File: config.mk
export PLATFORM = sky130hd
export DESIGN_NAME = sr_flag_arbiter
export DESIGN_NICKNAME = d
export VERILOG_FILES = /design/src/rtl/sr_flag_arbiter.sv
export SDC_FILE = /design/constraint.sdc
export NUM_CORES = 1
export LEC_CHECK = 0
export ABC_AREA = 1
export CORE_MARGIN = 1
export CORE_UTILIZATION = 25
export CTS_CLUSTER_DIAMETER = 80
export DETAILED_ROUTE_END_ITERATION = 6
export GPL_TIMING_DRIVEN = 0
export PLACE_DENSITY = 0.61
export SLEW_MARGIN = 20
export SYNTH_ARGS = -nofsm -noshare
export SYNTH_HDL_FRONTEND = slang
export SYNTH_SLANG_ARGS = --single-unit
File: constraint.sdc
create_clock -name clk -period 2.14 [get_ports clk]
set_input_delay 0.321 -clock clk [delete_from_list [all_inputs] [get_ports clk]]
set_output_delay 0.321 -clock clk [all_outputs]
set_load 0.05 [all_outputs]
File: src/rtl/sr_flag_arbiter.sv
// Round-robin arbiter granting one set/reset request per cycle onto a shared SR flag bank.
// Grant, flag update and pulses appear one cycle after the request is sampled; losers stay pending.
module sr_flag_arbiter #(
  parameter int NREQ  = 4,
  parameter int NFLAG = 8,
  parameter int IDX_W = 3,
  parameter int CNT_W = 8
) (
  input  logic                  clk,
  input  logic                  rst,
  input  logic [NREQ-1:0]       req,
  input  logic [NREQ-1:0]       op,
  input  logic [NREQ*IDX_W-1:0] idx,
  output logic [NREQ-1:0]       gnt,
  output logic [NFLAG-1:0]      q,
  output logic [NFLAG-1:0]      qb,
  output logic [NFLAG-1:0]      s_pulse,
  output logic [NFLAG-1:0]      r_pulse,
  output logic                  conflict,
  output logic [CNT_W-1:0]      conflict_cnt
);

  localparam int PTR_W = (NREQ > 1) ? $clog2(NREQ) : 1;

  logic [PTR_W-1:0] ptr;
  logic [PTR_W-1:0] ptr_nxt;
  logic [NREQ-1:0]  eligible;
  logic [NREQ-1:0]  hi_elig;
  logic [NREQ-1:0]  win_oh;
  logic [PTR_W-1:0] win;
  logic             win_vld;
  logic [IDX_W-1:0] win_idx;
  logic             win_op;
  logic             win_conflict;
  logic [NFLAG-1:0] flag_oh;

  assign qb = ~q;

  // Requesters at or above ptr take precedence; otherwise wrap to the lowest eligible one.
  always_comb begin
    eligible = req & ~gnt;
    hi_elig  = '0;
    for (int k = 0; k < NREQ; k++) begin
      hi_elig[k] = eligible[k] && (k >= int'(ptr));
    end

    win     = '0;
    win_vld = 1'b0;
    for (int k = NREQ - 1; k >= 0; k--) begin
      if (eligible[k]) begin
        win     = PTR_W'(k);
        win_vld = 1'b1;
      end
    end
    for (int k = NREQ - 1; k >= 0; k--) begin
      if (hi_elig[k]) begin
        win = PTR_W'(k);
      end
    end

    win_oh = '0;
    if (win_vld) begin
      win_oh[win] = 1'b1;
    end
    win_idx = idx[int'(win)*IDX_W +: IDX_W];
    win_op  = op[win];
    ptr_nxt = (int'(win) == NREQ - 1) ? '0 : PTR_W'(int'(win) + 1);

    win_conflict = 1'b0;
    for (int k = 0; k < NREQ; k++) begin
      if (win_vld && eligible[k] && (k != int'(win)) &&
          (idx[k*IDX_W +: IDX_W] == win_idx) && (op[k] != win_op)) begin
        win_conflict = 1'b1;
      end
    end

    // Out-of-range indices decode to no flag, so they are granted without effect.
    flag_oh = '0;
    for (int f = 0; f < NFLAG; f++) begin
      flag_oh[f] = win_vld && (int'(win_idx) == f);
    end
  end

  always_ff @(posedge clk) begin
    if (rst) begin
      ptr          <= '0;
      gnt          <= '0;
      q            <= '0;
      s_pulse      <= '0;
      r_pulse      <= '0;
      conflict     <= 1'b0;
      conflict_cnt <= '0;
    end else begin
      gnt      <= win_oh;
      conflict <= win_conflict;
      s_pulse  <= win_op ? flag_oh : '0;
      r_pulse  <= win_op ? '0 : flag_oh;
      q        <= win_op ? (q | flag_oh) : (q & ~flag_oh);
      if (win_vld) begin
        ptr <= ptr_nxt;
      end
      if (win_conflict && (conflict_cnt != '1)) begin
        conflict_cnt <= conflict_cnt + 1'b1;
      end
    end
  end

endmodule

# --- Word-level counts from Yosys, hierarchy flattened ---
# Index checks and enable logic that the tools add are counted.
op_classes:
  add_sub_neg: 2
  mul: 1
  magnitude_cmp: 5
  eq_ne: 20
  shifts: 1
  mux: 21
  bitwise: 8
  n_reduce_logical: 34
op_table:
  columns: ["op", "n"]
  rows:
  - ["1-bit logical AND", 29]
  - ["2-bit 2-to-1 mux", 8]
  - ["8-bit inverter", 2]
  - ["3-bit == test", 4]
  - ["3-bit == test (second input constant)", 4]
  - ["12-bit by 5-bit indexed part select with 3-bit output", 1]
  - ["1-bit 2-to-1 mux", 10]
  - ["8-bit by 1-bit adder with 8-bit output (second input constant)", 1]
  - ["8-bit bitwise AND", 1]
  - ["8-bit 2-to-1 mux", 1]
  - ["8-bit inequality test (second input constant)", 1]
  - ["8-bit OR", 1]
  - ["3-bit by 2-bit == test with 1-bit output (second input constant)", 2]
  - ["2-bit OR reduction", 3]
  - ["4-bit bitwise AND", 1]
  - ["1-bit by 2-bit greater-or-equal comparator with 1-bit output (first input constant)", 2]
  - ["2-bit by 2-bit multiplier with 4-bit output (second input constant)", 1]
  - ["1-bit inequality test", 4]
  - ["2-bit inequality test (first input constant)", 2]
  - ["4-bit inverter", 1]
  - ["3-bit by 1-bit == test with 1-bit output (second input constant)", 1]
  - ["3-bit zero test", 1]
  - ["2-bit by 3-bit < comparator with 1-bit output (second input constant)", 1]
  - ["2-bit by 1-bit adder with 2-bit output (second input constant)", 1]
  - ["8 further kinds", 9]
word_totals:
  reg_bits: 39
  in_bits: 22
  out_inout_bits: 45

# --- Logic depth before layout (Yosys ltp) ---
depth:
  depth_word: 19
  mapped_depth: 21

# --- Worst setup path after synthesis ---
# Ideal clock, no wire load.
synth_timing:
  path_type: "register to register"
  start: "register gnt[2]"
  end: "register conflict_cnt[2]"
  setup_ps: 117
  arrival_time_ps: 2300
  required_time_ps: 2023
  setup_slack_ps: -277
  stages_incl_launch_ff: 19
  n_path_buf: 2
  cell_sequence: "dfxtp_1 > inv_1 > nand3_1 > nand3_2 > nand2_4 > nand2_4 > buf_6 > ha_1 > nor3_1 > nand2_1 > nor2_1 > nand3_2 > nand2_2 > inv_2 > nand2_2 > buf_6 > nand3_1 > nand2_1 > nor2_1"
synth_via:
  elab_chain_len: 19
  elab_cells_between_ends: 50
synth_rtl:
  columns: ["element", "line_no", "text"]
  rows:
  - ["from (decl)", "14", "output logic [NREQ-1:0] gnt,"]
  - ["from (signal assigned)", "94", "gnt <= win_oh;"]
  - ["4-bit inverter (*)", "41", "eligible = req & ~gnt;"]
  - ["4-bit bitwise AND (*)", "41", null]
  - ["2-bit 2-to-1 mux (3 in series)", "50", "if (eligible[k]) begin"]
  - ["2-bit 2-to-1 mux (4 in series)", "56", "if (hi_elig[k]) begin"]
  - ["2-bit by 2-bit multiplier with 4-bit output", "65", "win_idx = idx[int'(win)*IDX_W +: IDX_W];"]
  - ["12-bit by 5-bit indexed part select with 3-bit output", "65", null]
  - ["3-bit == test", "72", "(idx[k*IDX_W +: IDX_W] == win_idx) && (op[k] != win_op)) begin"]
  - ["1-bit logical AND", "71", "if (win_vld && eligible[k] && (k != int'(win)) &&"]
  - ["1-bit logical AND", "72", null]
  - ["1-bit 2-to-1 mux (3 in series)", "71", null]
  - ["1-bit 2-to-1 mux (*)", "71", null]
  - ["1-bit logical AND (*)", "102", "if (win_conflict && (conflict_cnt != '1)) begin"]
  - ["to (signal assigned)", "103", "conflict_cnt <= conflict_cnt + 1'b1;"]
  - ["to (decl)", "20", "output logic [CNT_W-1:0] conflict_cnt"]
# Every way passes the cells marked *; elsewhere a longest branch is shown, timed or not. The select of a mux whose other input is x is not followed.
# A chain may end at the register's enable or synchronous reset.

# --- Worst setup path in the final report ---
layout_timing:
  start: "register gnt[1]"
  end: "register conflict_cnt[3]"
layout_via:
  elab_chain_len: 18
  elab_cells_between_ends: 48
layout_rtl:
  columns: ["element", "line_no"]
  rows:
  - ["4-bit inverter (*)", "41"]
  - ["4-bit bitwise AND (*)", "41"]
  - ["2-bit 2-to-1 mux (2 in series)", "50"]
  - ["2-bit 2-to-1 mux (4 in series)", "56"]
  - ["2-bit by 2-bit multiplier with 4-bit output", "65"]
  - ["12-bit by 5-bit indexed part select with 3-bit output", "65"]
  - ["3-bit == test", "72"]
  - ["1-bit logical AND", "71"]
  - ["1-bit logical AND", "72"]
  - ["1-bit 2-to-1 mux (3 in series)", "71"]
  - ["1-bit 2-to-1 mux (*)", "71"]
  - ["1-bit logical AND (*)", "102"]
# Marks and branches as above.

==> impl_metrics.csv <==
group,metric,value,unit
synth,synthMuxAreaShare,0,
power_and_ir_drop,power.internal,2.68,mW
synth,avgSynthCellArea,6.66,µm²
power_and_ir_drop,switching_power,2.86,mW
worst_hold_path,hp-class,"reg -> reg",
synth,synth.distinct_cells,26,
detailed_routing,topRoutingLayerUsed,"met4",
synth,synth_seq_area_share,0.337,
sta,worst_slew_pin_slew,601,ps
detailed_routing,viasPerCell,4.52,
detailed_routing,ant_nets,0,
worst_hold_path,holdPathStages,1,
cts,clk_pin_slew,80,ps
cells_and_area,fin_nets,473,
synth,synth-compound-area-share,0.0529,
setup_path,slowest_delay,340,ps
detailed_routing,avgRoutedWirePerCell,12.9,µm
power_and_ir_drop,pwr_density_cell,1460,nW/µm²
cells_and_area,design_area,3800,µm²
outcome,violations,"DRC, setup timing",
setup_path,worstSetupPathType,"reg -> reg",
power_and_ir_drop,p_sw_frac,0.516,
synth,syn_inst,348,
synth,synth_top_family_by_area,"simple AND/OR/NAND/NOR gates",
power_and_ir_drop,irDropWorstVdd,0.858,mV
synth,yosysTopAreaCellShare,0.337,
detailed_routing,wl_met3,421,µm
setup_path,cp_slowest_cell,"dfxtp_4",
detailed_routing,vias,2506,
placement,hpwl,5.07,mm
setup_path,crit_path_cell_trace,"inv_2, nand2_4, or2_4, nand2_8, nand2_8, buf_6, nand2_2, nand3_4, nand3_1, nand2_1, nor2_2, nand3_2, nand2_4, inv_2, nand2_4, buf_6, nand3_1, nand2_1, nor2_1",
sta,hold_ws,531,ps
floorplanning,rows,34,
sta,timing.final.crit_share,1.07,
synth,synthXorXnorAreaFrac,0.00756,
cells_and_area,diodes,0,
cts,cts.sinks,39,
global_route,grt_pass1_wl,11.7,mm
global_route,grt_usage,0.151,
placement,gp_congestion,0.882,
setup_path,startpoint_type,"register",
setup_path,crit_fanout,6,
cells_and_area,area_growth_syn_to_layout,64.0,%
sta,tns,-1000,ps
cells_and_area,drive_above_1_share,0.327,
setup_path,crit_path_start,"gnt[1]$_SDFF_PP0_",
cts,cts.hold.buffers_added,0,
sta,finalHoldViolations,0,
power_and_ir_drop,p_leak,1.64,nW
power_and_ir_drop,clockPowerShare,0.095,
synth,synth_simple_gate_area_frac,0.469,
floorplanning,start_util,0.262,
detailed_routing,dr.pass1.iters,6,
detailed_routing,wl_met2,3.56,mm
sta,timing.slew.headroom,0.597,
sta,layout_min_cycle_time,2280,ps
placement,dp_slack,-671,ps
cts,cts_tree,"done",
synth,synthAdderAreaFrac,0.0270,
floorplanning,core,8850,µm²
outcome,status,"finished with violations",
global_route,grt_pass1_vias,2561,
setup_path,reg2reg_setup_slack,-140,ps
setup_path,crit_required,2330,ps
detailed_routing,drc,2,
sta,drv_slew,0,
synth,synth_nets,375,
setup_path,r2r_start,"gnt[1]$_SDFF_PP0_",
synth,synth_area,2320,µm²
setup_path,timing.rr.end,"conflict_cnt[3]$_SDFFE_PP0P_",
cts,cts_buffers,5,
synth,yosys-top-cells-area,"dfxtp_1, nand2_1, nand3_1",
sta,rsz0062_at_grt,"true",
sta,fmax,438,MHz
sta,setup_viol,8,
setup_path,rr_worst_depth,19,
placement,place_area,3160,µm²
power_and_ir_drop,seqPwrFrac,0.190,
setup_path,arrival,2470,ps
floorplanning,fp.dieW,98.3,µm
cts,clock_latency,290,ps
placement,port_buffers,66,
setup_path,worstSetupEndpointType,"register",
floorplanning,dieArea,9660,µm²
power_and_ir_drop,p_comb_frac,0.715,
global_route,grt_overflow,0,
detailed_routing,dr.first_iter.drc_count,52,
setup_path,critPathMostFrequentCell,"nand2_4",
sta,skew,13.1,ps
global_route,antenna_found_initial,0,
global_route,grt_max_degree,14,
detailed_routing,postRouteWirelength,7.17,mm
floorplanning,ioPinCount,67,
job,maxCapViolCount,0,
sta,finalWorstSetupSlack,-142,ps
cts,cts_root_buf,"clkbuf_8",
floorplanning,die_h,98.3,µm
cts,htree_levels,2,
synth,yosys_warnings,0,
cts,clock_tree.buffer_depth,2,
synth,ys_seq_elements,39,
detailed_routing,drt-met1-wl,3.05,mm
synth,yosysTopAreaCell,"dfxtp_1",
## cell usage after synthesis
| master | number |
|---|---|
| xnor2_1 | 1 |
| o211ai_1 | 1 |
| clkbuf_1 | 1 |
| nand3_2 | 10 |
| nor2_2 | 7 |
| ha_1 | 5 |
| buf_6 | 3 |
| nor2_4 | 1 |
| xor2_1 | 1 |
| nand2_4 | 4 |
| nand2_1 | 84 |
| nor3_1 | 3 |
| nand3_4 | 1 |
| inv_1 | 50 |
| nand2_8 | 1 |
| nand2_2 | 10 |
| dfxtp_1 | 39 |
| a31o_2 | 8 |
| inv_2 | 1 |
| inv_6 | 1 |
| nor2_1 | 59 |
| o21ai_0 | 2 |
| or2_4 | 1 |
| a21oi_1 | 7 |
| nand3_1 | 45 |
| buf_2 | 2 |
## per-stage QoR
stage               std cells  power, mW  utilization
floorplan                 348       3.28            -
global placement          522       4.08        0.357
detailed placement        522       4.12        0.357
CTS                       552       5.23        0.410
global route              555       5.92        0.429
finish                    555       5.54        0.429
## timing repair
item / CTS / global route
pin swaps: 44 / 28
setup buffers: 20 / 3
setup endpoints to repair: 17 / 17
resized for setup: 51 / 38
gates cloned: 2 / 1
## how the worst max path moves through the flow
stage,to,slack [ps]
after floorplan,conflict_cnt[2]$_SDFFE_PP0P_,10
after global placement,conflict_cnt[7]$_SDFFE_PP0P_,-610
after detailed placement,conflict_cnt[7]$_SDFFE_PP0P_,-670
after CTS,conflict_cnt[7]$_SDFFE_PP0P_,-140
after global routing,conflict_cnt[4]$_SDFFE_PP0P_,-270
final,conflict_cnt[3]$_SDFFE_PP0P_,-140
## layout make-up
cell class	count	area, µm²
clock inverter	2	16.3
clock buffer	6	82.6
tap	108	135
multi-input combinational	251	1610
fill	911	5050
inverter	52	205
sequential	39	796
timing repair buffer	91	900
buffer	6	55.1
## per-layer routing
layer	track usage	vias to the layer above
met3	0.0501	13
met4	0.0482	0
li1	-	1286
met5	0	-
met1	0.175	1139
met2	0.263	68
## power by group through the flow
stage	registers [mW]	clock network [mW]	logic, mW
after floorplan	1.62	0	1.65
after global placement	1.07	0	3.02
after detailed placement	1.07	0	3.05
after CTS	1.05	0.548	3.63
after global routing	1.08	0.593	4.24
final	1.05	0.525	3.96
## placed cells by master, fill, tap and decap left out, types with 4 or more instances in the layout
cell type,synthesis,routed
buf_4,0,18
nand3_2,10,21
inv_2,1,5
nand2_1,84,64
nor2_4,1,7
nand3_1,45,30
a21oi_1,7,5
dfxtp_4,0,4
nor2_1,59,47
nand2_4,4,10
clkdlybuf4s50_1,0,62
nand2_2,10,22
nor2_2,7,13
dfxtp_1,39,35
buf_6,3,6
dlygate4sd2_1,0,4
clkbuf_8,0,6
inv_1,50,45
nand3_4,1,5
a31o_2,8,8
## logic make-up after synthesis
group	after synthesis
buffers and inverters	58
DFF	39
xor gates and xnor gates	2
and+or+nand+nor	226
adders and majority gates	5
AOI/OAI and AO/OA	18
## worst max-delay path, delay by kind of cell (launching register included)
kind          cells  cell delay, ps
buf+inv           4             360
flops             1             340
simple gates     15            1480
Note: power is estimated with default switching activity, not from simulation.
